[config.mk]
export PLATFORM = sky130hd
export DESIGN_NAME = mod_updown_counter
export DESIGN_NICKNAME = d
export VERILOG_FILES = /design/src/rtl/mod_updown_counter.sv
export SDC_FILE = /design/constraint.sdc
export NUM_CORES = 1
export LEC_CHECK = 0
export CAP_MARGIN = 20
export CORE_MARGIN = 5
export CORE_UTILIZATION = 50
export CTS_BUF_LIST = sky130_fd_sc_hd__clkbuf_16
export CTS_CLUSTER_DIAMETER = 30
export CTS_CLUSTER_SIZE = 30
export DETAILED_ROUTE_END_ITERATION = 6
export GPL_TIMING_DRIVEN = 0
export PLACE_DENSITY = 0.83
export SYNTH_ARGS = -nofsm -noshare
export SYNTH_HDL_FRONTEND = slang
export SYNTH_SLANG_ARGS = --single-unit
[constraint.sdc]
create_clock -name clk -period 3.3 [get_ports clk]
set_input_delay 0.99 -clock clk [delete_from_list [all_inputs] [get_ports clk]]
set_output_delay 0.99 -clock clk [all_outputs]
set_load 0.05 [all_outputs]
[src/rtl/mod_updown_counter.sv]
// -----------------------------------------------------------------------------
// mod_updown_counter
//   Parametrised synchronous modulo-N up/down counter. Every bit is clocked by
//   clk, so count is glitch-free and can be used directly as a bus value.
//   Features: enable, direction, parallel load with clamping, synchronous clear,
//   wrap or saturate at the range ends, cascade carry and a sticky overflow.
//
// Parameters
//   WIDTH     count register width, 1..32
//   MODULUS   count range is 0..MODULUS-1, 2 <= MODULUS <= 2**WIDTH
//   SATURATE  0 = wrap at range ends, 1 = hold at range ends
//
// Ports
//   clk        rising-edge clock for all state
//   rst        asynchronous, active-low reset
//   en         count enable, one step per clk while high
//   up_dn      1 = count up, 0 = count down
//   clr        synchronous clear of count and ovf (highest priority)
//   load       synchronous parallel load of load_val (clamped to MODULUS-1)
//   load_val   value taken on load
//   count      current count (registered)
//   tc         terminal count for the current direction (combinational)
//   carry_out  tc qualified by en and the absence of clr/load; drives the
//              en of the next stage in a cascade
//   ovf        sticky boundary flag, cleared only by clr or rst
// -----------------------------------------------------------------------------
module mod_updown_counter #(
  parameter int              WIDTH    = 8,
  parameter longint unsigned MODULUS  = 256,
  parameter bit              SATURATE = 1'b0
) (
  input  logic             clk,
  input  logic             rst,
  input  logic             en,
  input  logic             up_dn,
  input  logic             clr,
  input  logic             load,
  input  logic [WIDTH-1:0] load_val,
  output logic [WIDTH-1:0] count,
  output logic             tc,
  output logic             carry_out,
  output logic             ovf
);

  // Largest legal count value. When MODULUS == 2**WIDTH this is all ones and
  // the explicit wrap to zero below is the same as the natural adder overflow.
  localparam logic [WIDTH-1:0] MAX_C = WIDTH'(MODULUS - 64'd1);

  logic [WIDTH-1:0] count_q, count_d;
  logic             ovf_q, ovf_d;
  logic             atMax, atZero;
  logic             loadTooBig;

  assign atMax  = (count_q == MAX_C);
  assign atZero = (count_q == '0);

  // Widened compare so the clamp also works when MODULUS is not a power of two
  // and never triggers when every WIDTH-bit value is already legal.
  assign loadTooBig = (64'(load_val) > (MODULUS - 64'd1));

  // tc and carry_out are deliberately unregistered so that every stage of a
  // cascade sees its enable before the same clock edge.
  assign tc        = up_dn ? atMax : atZero;
  assign carry_out = tc & en & ~clr & ~load;

  assign count = count_q;
  assign ovf   = ovf_q;

  always_comb begin
    count_d = count_q;
    ovf_d   = ovf_q;
    if (clr) begin
      count_d = '0;
      ovf_d   = 1'b0;
    end else if (load) begin
      count_d = loadTooBig ? MAX_C : load_val;
    end else if (en) begin
      if (up_dn) begin
        if (atMax) begin
          // Both a wrap and a refused saturating step count as overflow.
          ovf_d   = 1'b1;
          count_d = SATURATE ? MAX_C : '0;
        end else begin
          count_d = count_q + 1'b1;
        end
      end else begin
        if (atZero) begin
          ovf_d   = 1'b1;
          count_d = SATURATE ? '0 : MAX_C;
        end else begin
          count_d = count_q - 1'b1;
        end
      end
    end
  end

  always_ff @(posedge clk or negedge rst) begin
    if (!rst) begin
      count_q <= '0;
      ovf_q   <= 1'b0;
    end else begin
      count_q <= count_d;
      ovf_q   <= ovf_d;
    end
  end

endmodule

=== Word-level counts from Yosys, hierarchy flattened ===
Index checks and enable logic that the tools add are counted.

* Add/subtract/negate cells: 2
* Eq/ne operators: 3
* Multiplexer cells: 13
* Bitwise gates (word level): 5
* Reduce and logical (&&, ||, !) cells: 5

{| class="wikitable"
|+ Operators by type and width
! operator !! count
|-
| 8-bit 2-to-1 mux || 6
|-
| 8-bit by 1-bit adder with 8-bit output, second input constant || 1
|-
| 8-bit equality test, second input constant || 1
|-
| 8-bit zero test || 1
|-
| 8-bit by 1-bit subtractor with 8-bit output, second input constant || 1
|-
| 1-bit 2-to-1 mux || 7
|-
| 3-bit nonzero test || 2
|-
| 4-bit AND reduction || 1
|-
| 1-bit AND || 3
|-
| 3-bit by 1-bit inequality test with 1-bit output, second input constant || 1
|-
| 2-bit inequality test, second input constant || 1
|-
| 1-bit NOT || 2
|-
| 2-bit nonzero test || 1
|}

* Register bits: 9
* Input port bits: 14
* Output and inout bits: 11
* Logic and storage cells: 30

=== Longest topological paths before layout ===
Gate-level depths: netlist (run 1).

* Depth after elaboration: 6
* Gate-level depth with buffers: 7
* Mapped depth without buffers: 7

=== Worst setup path before layout (run 1) ===
OpenSTA, ideal clock, no wires.

* Path type: input-to-output
* From: input port up_dn
* To: output port carry_out
* Data arrival time: 2507 ps
* Data required time: 2310 ps
* Setup slack: -197 ps
* Stages on the path: 4
* Path buffers: 1
* Cell sequence: clkbuf_1 -> nand3_1 -> o2bb2ai_2 -> and2_1

* Longest elaborated chain between the ends: 4

{| class="wikitable"
|+ RTL lines
! element !! line !! RTL
|-
| from (decl) || 35 || <nowiki>input logic up_dn,</nowiki>
|-
| 1-bit 2-to-1 mux || 63 || <nowiki>assign tc = up_dn ? atMax : atZero;</nowiki>
|-
| named net tc || 40 || <nowiki>output logic tc,</nowiki>
|-
| 1-bit AND (3 in series) || 64 || <nowiki>assign carry_out = tc & en & ~clr & ~load;</nowiki>
|-
| to (decl) || 41 || <nowiki>output logic carry_out,</nowiki>
|}

The timed path passes the listed nets, and every way through them passes these cells.

=== Worst setup path in the final report (run 1) ===
* From: input port load
* To: output port carry_out

* Longest elaborated chain between the ends: 2

{| class="wikitable"
|+ RTL lines
! element !! line !! RTL
|-
| from (decl) || 37 || <nowiki>input logic load,</nowiki>
|-
| 1-bit NOT || 64 ||
|-
| 1-bit AND || 64 ||
|}

Every way passes these cells.

==> impl_results.md, run 1 <==
- Syn_area_per_cell: around 7.7 um^2
- Htree depth: 1
- CP required: ~2.3 ns
- Port bufs: 22
- Gpl congestion: 0.895
- Logic pwr share: a little over a third
- Die area: between 0.002 and 0.003 mm^2
- CP endpoint kind: output port
- Die width: around 52 um
- Multi-input logic area: between 600 and 700 um^2
- Share of flip-flops with an asynchronous set or reset: 100%
- Clk pin slew, worst setup/hold paths: approximately 0.04 ns
- Inserted Diodes: 0
- Kind of critical path: in2out
- Cell taking the most area after synthesis: dfrtp_1
- Static leakage: 0.000487 uW
- Router iterations before antenna repair: 4
- Worst-path cell chain: clkdlybuf4s50_1, inv_2, nand2_2, nor2_4, and2_2, buf_4
- Top Metal Used: met4
- IO Pins: 25
- Post-synth EDFFs: 0
- Sw Ratio: between 30% and 40%
- WL/cell: roughly 17 um
- Area growth syn-to-layout: 42.3%
- Core Area: around 0.0017 mm^2
- Commonest non-fill, non-tap cell in the layout: clkdlybuf4s50_1
- Pin count of the biggest net entering global routing: 11
- Net switching power: around 180 uW
- Syn nets: approximately 130
- Seq/Total Area, Yosys: between 20% and 30%
- Post-synthesis simple-gate area fraction: around 30%
- Worst-path fanout max: 5
- Metal2 WL: ~1400 um
- Status: complete, no violations
- Maximum clock rate: just over 0.3 GHz
- HPWL after DPL: about 2000 um
- Post-synthesis compound-gate area fraction: between 20 and 30%
- HP Class: reg2reg
- Final antenna-violating net count: 0
- Slowest-stage cell, CP: clkdlybuf4s50_1
- Inserted Clock Buffers: 3
- Setup violations, final: 0
- Ys Warns: 0
- Peak supply drop: 0.342 mV
- Total gr overflow: 0
- Cell variety after synth: 40
- Multiplexer share of the synthesized area: 0%
- Buf+Inv Stages, Crit Path: 3
- Fin worst setup slack: between 0.06 and 0.07 ns
- Post-layout min period: 3.24 ns
- Share of layout cells above drive strength 1: approximately 17%
- RSZ-0062 raised after global routing: false
- Setup_tns: 0 ns
- First-iteration detailed-routing DRC count: 70
- Largest family of logic cells by synthesized area: simple AND/OR/NAND/NOR gates
- Placement Rows: 15
- Clk Latency, worst-skew pair: 0.24 ns
- Fillers: 120
- Final Slew Violations: 0
- Setup Skew: around 0.0013 ns
- Top-area cell type share of the netlist area: between 20% and 30%
- Met3 routed WL: between 200 and 300 um
- First-pass GRT wire length: roughly 4800 um
- Post-Synth Adder-Cell Area: about 4.2%
- Starting Density: 52.1%
- Sequential share of power: between 20 and 30%
- Syn Inst Count: 115
- Slew of the pin with the lowest slew margin: approximately 0.56 ns
- Post-synthesis xor/xnor area fraction: just under 6%
- PD cells: about 420 mW/mm^2
- Tcrit/Tclk final: between 90% and 100%
- Final Hold Fails: 0
- Cell area after synthesis: about 900 um^2
- Top_reg_cell synth: dfrtp_1
- Clock share of power: ~40%
- Routed via count: around 1.0k
- Internal: 352 uW
- FF+latch count, synth: 9
- Data arrival, critical path: between 2 and 2.5 ns
- Via density: 6.14
- CTS Sinks: 9
- Final net count: 162
- Synth area leaders: dfrtp_1 (25%), a21oi_1 (6.2%), nand2_1 (5.5%)
- Slew HR: 62.5%
- CTS tree: done
- Vias in the first global route: ~1.0k
- Worst Setup Start Kind: input pin
- Slack of the worst reg-to-reg path: ~1.3 ns
- Final wirelength: a little under 3000 um
- Initial antenna violation count: 0
- Reg area: 225 um^2
- Max-cap viol count: 0
- Place WS: -0.790 ns
- Hold_buf cts: 0
- Die H: 52.2 um
- Total GRT Usage: between 20% and 30%
- DRT met1 WL: about 1200 um
- Root Driver: clkbuf_16
- Residual DRC: 0
- Clock buffer depth: 2
- CP max stage delay: 0.49 ns
- Delay-heaviest family, CP: buffers and inverters
- Highest-count cells in the layout ignoring fill and taps: clkdlybuf4s50_1 (20), nand2_1 (12), a21oi_1 (11), dfrtp_1 (9), o21ai_0 (8)
[logic make-up (layout without fill, tap and decap cells)]
group	Yosys count	in the layout
fa+ha+maj	3	3
flops	9	9
simple gates	46	46
buf+inv	14	43
compound gates	37	37
xor+xnor	6	6
[area by class of cell]
class	instances	share of cell area, %
Inverter	7	2.08
Tap cell	25	2.47
Buffer	7	2.87
Sequential cell	9	17.8
Clock buffer	3	5.93
Timing Repair Buffer	25	19.1
Multi-Input combinational cell	92	49.5
Clock inverter	1	0.296
[power by group through the flow]
| stage | Clock (uW) | Sequential, uW | Combinational (uW) |
|---|---|---|---|
| floorplan | 0 | 161 | 92.5 |
| global placement | 0 | 135 | 172 |
| detailed placement | 0 | 136 | 175 |
| CTS | 215 | 134 | 180 |
| global route | 225 | 137 | 197 |
| finish | 213 | 135 | 185 |
[flip-flops by register name (all words and copies together) (netlist names)]
name   flops
count      8
ovf        1
[worst reg2reg max path, cell delays in order, from the launching register on]
cell     delay, ns
dfrtp_1       0.47
inv_1         0.15
ha_1          0.19
nor3b_2       0.44
a21oi_2       0.17
a221o_1       0.35
a21oi_1       0.15
[worst paths after layout]
check / start / end / cells after the start
max: load / carry_out / 6
max reg2reg: count[0]$_DFFE_PN0P_ / count[4]$_DFFE_PN0P_ / 6
min: ovf$_DFFE_PN0P_ / ovf$_DFFE_PN0P_ / 2
min reg2reg: ovf$_DFFE_PN0P_ / ovf$_DFFE_PN0P_ / 2
max in group asynchronous: rst / count[3]$_DFFE_PN0P_ / 1
min in group asynchronous: rst / count[6]$_DFFE_PN0P_ / 1
[cells in the mapped netlist (4+ instances only)]
library cell	count
dfrtp_1	9
nand2_1	13
xnor2_1	4
nand3_1	5
inv_1	7
clkbuf_1	4
o21ai_0	8
a21oi_1	11
nor3b_1	4
nor2_1	7
[per-layer routing]
| layer | up-vias | global-route usage [%] |
|---|---|---|
| met3 | 10 | 3.42 |
| met4 | 0 | 12.8 |
| met5 | - | 0 |
| met1 | 481 | 31.3 |
| li1 | 475 | - |
| met2 | 72 | 40.0 |
[stage by stage]
| stage | utilization (%) | hold slack [ns] | cell area [um^2] | total power, uW | std cells |
|---|---|---|---|---|---|
| finish | 74.1 | 0.508 | 1270 | 532 | 169 |
| global route | 74.1 | 0.564 | 1270 | 559 | 169 |
| CTS | 72.7 | 0.506 | 1240 | 529 | 166 |
| detailed placement | 67.6 | 0.491 | 1150 | 310 | 162 |
| global placement | 67.6 | 0.491 | 1150 | 307 | 162 |
| floorplan | - | 0.694 | 903 | 254 | 115 |
[timing repair]
action / CTS / global route
setup buffers: 0 / 3
endpoints found under the setup margin: 2 / 2
resized for setup: 13 / 2
Power figures use the tool's default switching activity.
==> run 2, diff against run 1 <==
==> constraint.sdc (replaced) <==
create_clock -name clk -period 3.3 [get_ports clk]
set_input_delay 0.99 -clock clk [delete_from_list [all_inputs] [get_ports clk]]
set_output_delay 0.99 -clock clk [all_outputs]
set_load 0.02 [all_outputs]
==> run 2 against run 1 <==
  * Global-route usage fell by 1.7 points
  * Flip-flop and latch count did not move
  * Hold slack lost 0.0034 ns
  * Final area fell by 1.6%
  * Maximum frequency shrank 0.18%
  * Largest cell class unchanged
==> impl_results.md, run 2 (synthesis gave the netlist of run 1 again) <==
- Status: complete, no violations
- Initial antenna violation count: 0 (unchanged)
- Post-layout min period: 3.24 ns (+0.00568 ns)
- CTS Sinks: 9 (unchanged)
- Max-cap viol count: 0 (unchanged)
- Final antenna-violating net count: 0 (unchanged)
- Final Hold Fails: 0 (unchanged)
- Setup Skew: 0.00138 ns (+0.000105 ns)
- CP required: 2.31 ns (about the same)
- PD cells: 413 mW/mm^2 (-1.7%)
- CTS tree: done
- Tcrit/Tclk final: 98.2% (+0.17 points)
- Clock buffer depth: 2 (unchanged)
- Commonest non-fill, non-tap cell in the layout: clkdlybuf4s50_1
- Reg2Reg Depth: 7 (+1)
- Peak supply drop: 0.378 mV (+10%)
- First-pass GRT wire length: 4640 um (-3.3%)
- Non-filler instance count after layout: 168 (-0.59%)
- Hold depth: 2 (unchanged)
- Pin count of the biggest net entering global routing: 11 (unchanged)
- Cells after DPL: 162 (unchanged)
- Kind of critical path: in2out
- Htree depth: 1 (unchanged)
- Sw Ratio: 31.9% (-1.9 points)
- Core Area: 0.00171 mm^2 (unchanged)
- Gpl congestion: 0.892 (-0.34%)
- Worst Setup Start Kind: input pin
- Final wirelength: 2860 um (-1.7%)
- WL/cell: 17.0 um (-1.2%)
- Via density: 6.08 (-0.96%)
- Worst-path fanout max: 5 (unchanged)
- Sequential share of power: 26.2% (+0.9 points)
- Starting Density: 52.1% (unchanged)
- IO Pins: 25 (unchanged)
- Port bufs: 22 (unchanged)
- Die H: 52.2 um (unchanged)
- Internal: 351 uW (-0.41%)
- Logic pwr share: 31.0% (-3.7 points)
- Slew HR: 65.0% (+2.5 points)
- Clock share of power: 42.8% (+2.9 points)
- Placement Rows: 15 (unchanged)
- WHS Endpoint: ovf$_DFFE_PN0P_
- Vias in the first global route: 986 (-1.9%)
- Largest register FFs: 8 (unchanged)
- Area growth syn-to-layout: 40.1%
- HP Class: reg2reg
- Clk pin slew, worst setup/hold paths: 0.04 ns (about the same)
- Router iterations before antenna repair: 5 (+1)
- Net switching power: 164 uW (-8.8%)
- Final net count: 161 (-0.62%)
- Slack of the worst reg-to-reg path: 1.36 ns (+0.05 ns)
- HPWL after DPL: 1990 um (+0.72%)
- Inserted Clock Buffers: 3 (unchanged)
- Worst R2R End: count[6]$_DFFE_PN0P_
- Total gr overflow: 0 (unchanged)
- Setup violations, final: 0 (unchanged)
- Inserted Diodes: 0 (unchanged)
- Root Driver: clkbuf_16
- Total power: 515 uW (-3.3%)
- Die area: 0.00272 mm^2 (unchanged)
- Clk Latency, worst-skew pair: 0.24 ns (about the same)
- Total GRT Usage: 22.9% (-1.7 points)
- Routed via count: 1022 (-1.5%)
- Die width: 52.2 um (unchanged)
- Static leakage: 0.000479 uW (-1.7%)
- Worst Hold Launch: ovf$_DFFE_PN0P_
- Data arrival, critical path: 2.25 ns (about the same)
- CP endpoint kind: output port
- Residual DRC: 0 (unchanged)
- Maximum clock rate: 0.308 GHz (-0.18%)
- Slew of the pin with the lowest slew margin: 0.524 ns (-0.0377 ns)
- Final Slew Violations: 0 (unchanged)
- First-iteration detailed-routing DRC count: 78 (+11%)
- RSZ-0062 raised after global routing: false
- Highest-count cells in the layout ignoring fill and taps: clkdlybuf4s50_1 (20), nand2_1 (13), a21oi_1 (11), dfrtp_1 (9), o21ai_0 (8)
- Share of layout cells above drive strength 1: 15.4% (-2.0 points)
- Worst reg2reg startpoint: count[0]$_DFFE_PN0P_
==> run 2: cell count changes in the layout (fill, tap and decap cells not counted) <==
| cell | before | now |
|---|---|---|
| and2_2 | 1 | 0 |
| ha_2 | 0 | 1 |
| nand2_1 | 12 | 13 |
| and2_1 | 1 | 2 |
| buf_4 | 6 | 4 |
| ha_1 | 3 | 2 |
| dlygate4sd2_1 | 0 | 1 |
| o2bb2ai_2 | 0 | 1 |
| o2bb2ai_4 | 1 | 0 |
| nand2_2 | 1 | 0 |
==> run 2: timing repair <==
| item | in CTS | in global routing |
|---|---|---|
| gates resized for setup | 9 | 0 |
| setup endpoints to repair | 2 | 1 |
| buffers inserted | 1 | 1 |
| hold buffers | 0 | 0 |
| endpoints found under the hold margin | 0 | 0 |
| pin swaps | 0 | 1 |
==> run 2: final cells by class <==
class	count	area (um^2)
Timing Repair Buffer	24	235
Multi-Input combinational cell	92	613
Fill cell	134	462
Tap cell	25	31.3
Buffer	7	36.3
Clock inverter	1	3.75
Clock buffer	3	75.1
Sequential cell	9	225
Inverter	7	26.3
==> run 2: worst max-delay path by stage <==
stage,start,endpoint
6_report,load,carry_out
5_1_grt,load,carry_out
4_1_cts,en,carry_out
3_5_place_dp,load,carry_out
3_3_place_gp,load,carry_out
2_1_floorplan,up_dn,carry_out
==> run 2: layer usage <==
metal | track usage, % | up-vias | routed length, um
li1 | - | 467 | -
met3 | 3.70 | 20 | 254
met4 | 9.36 | 0 | 104
met2 | 37.9 | 72 | 1310
met5 | 0 | - | 0
met1 | 29.4 | 463 | 1190
==> run 2: power groups by stage <==
stage                     logic (uW)  registers, uW  clock network [uW]
after CTS                        156            134                 218
after global placement           148            134                   0
after floorplan                 88.0            143                   0
after global routing             172            136                 227
after detailed placement         152            136                   0
final                            159            135                 221
==> run 2: critical path: stages <==
cell             delay, ns
clkdlybuf4s50_1       0.55
inv_2                 0.06
nand2_1               0.16
nor2_4                0.07
and2_1                0.17
clkdlybuf4s15_2       0.25
==> run 2: per-stage QoR <==
stage | cell area [um^2] | TNS, ns | setup WS, ns | util, % | hold WS (ns)
floorplan | 890 | 0 | 0.288 | - | 0.602
global placement | 1140 | -0.677 | -0.515 | 66.8 | 0.498
detailed placement | 1140 | -0.688 | -0.523 | 66.8 | 0.495
CTS | 1240 | 0 | 0.0653 | 72.5 | 0.507
global route | 1250 | 0 | 0.00601 | 73.0 | 0.555
finish | 1250 | 0 | 0.0580 | 73.0 | 0.504
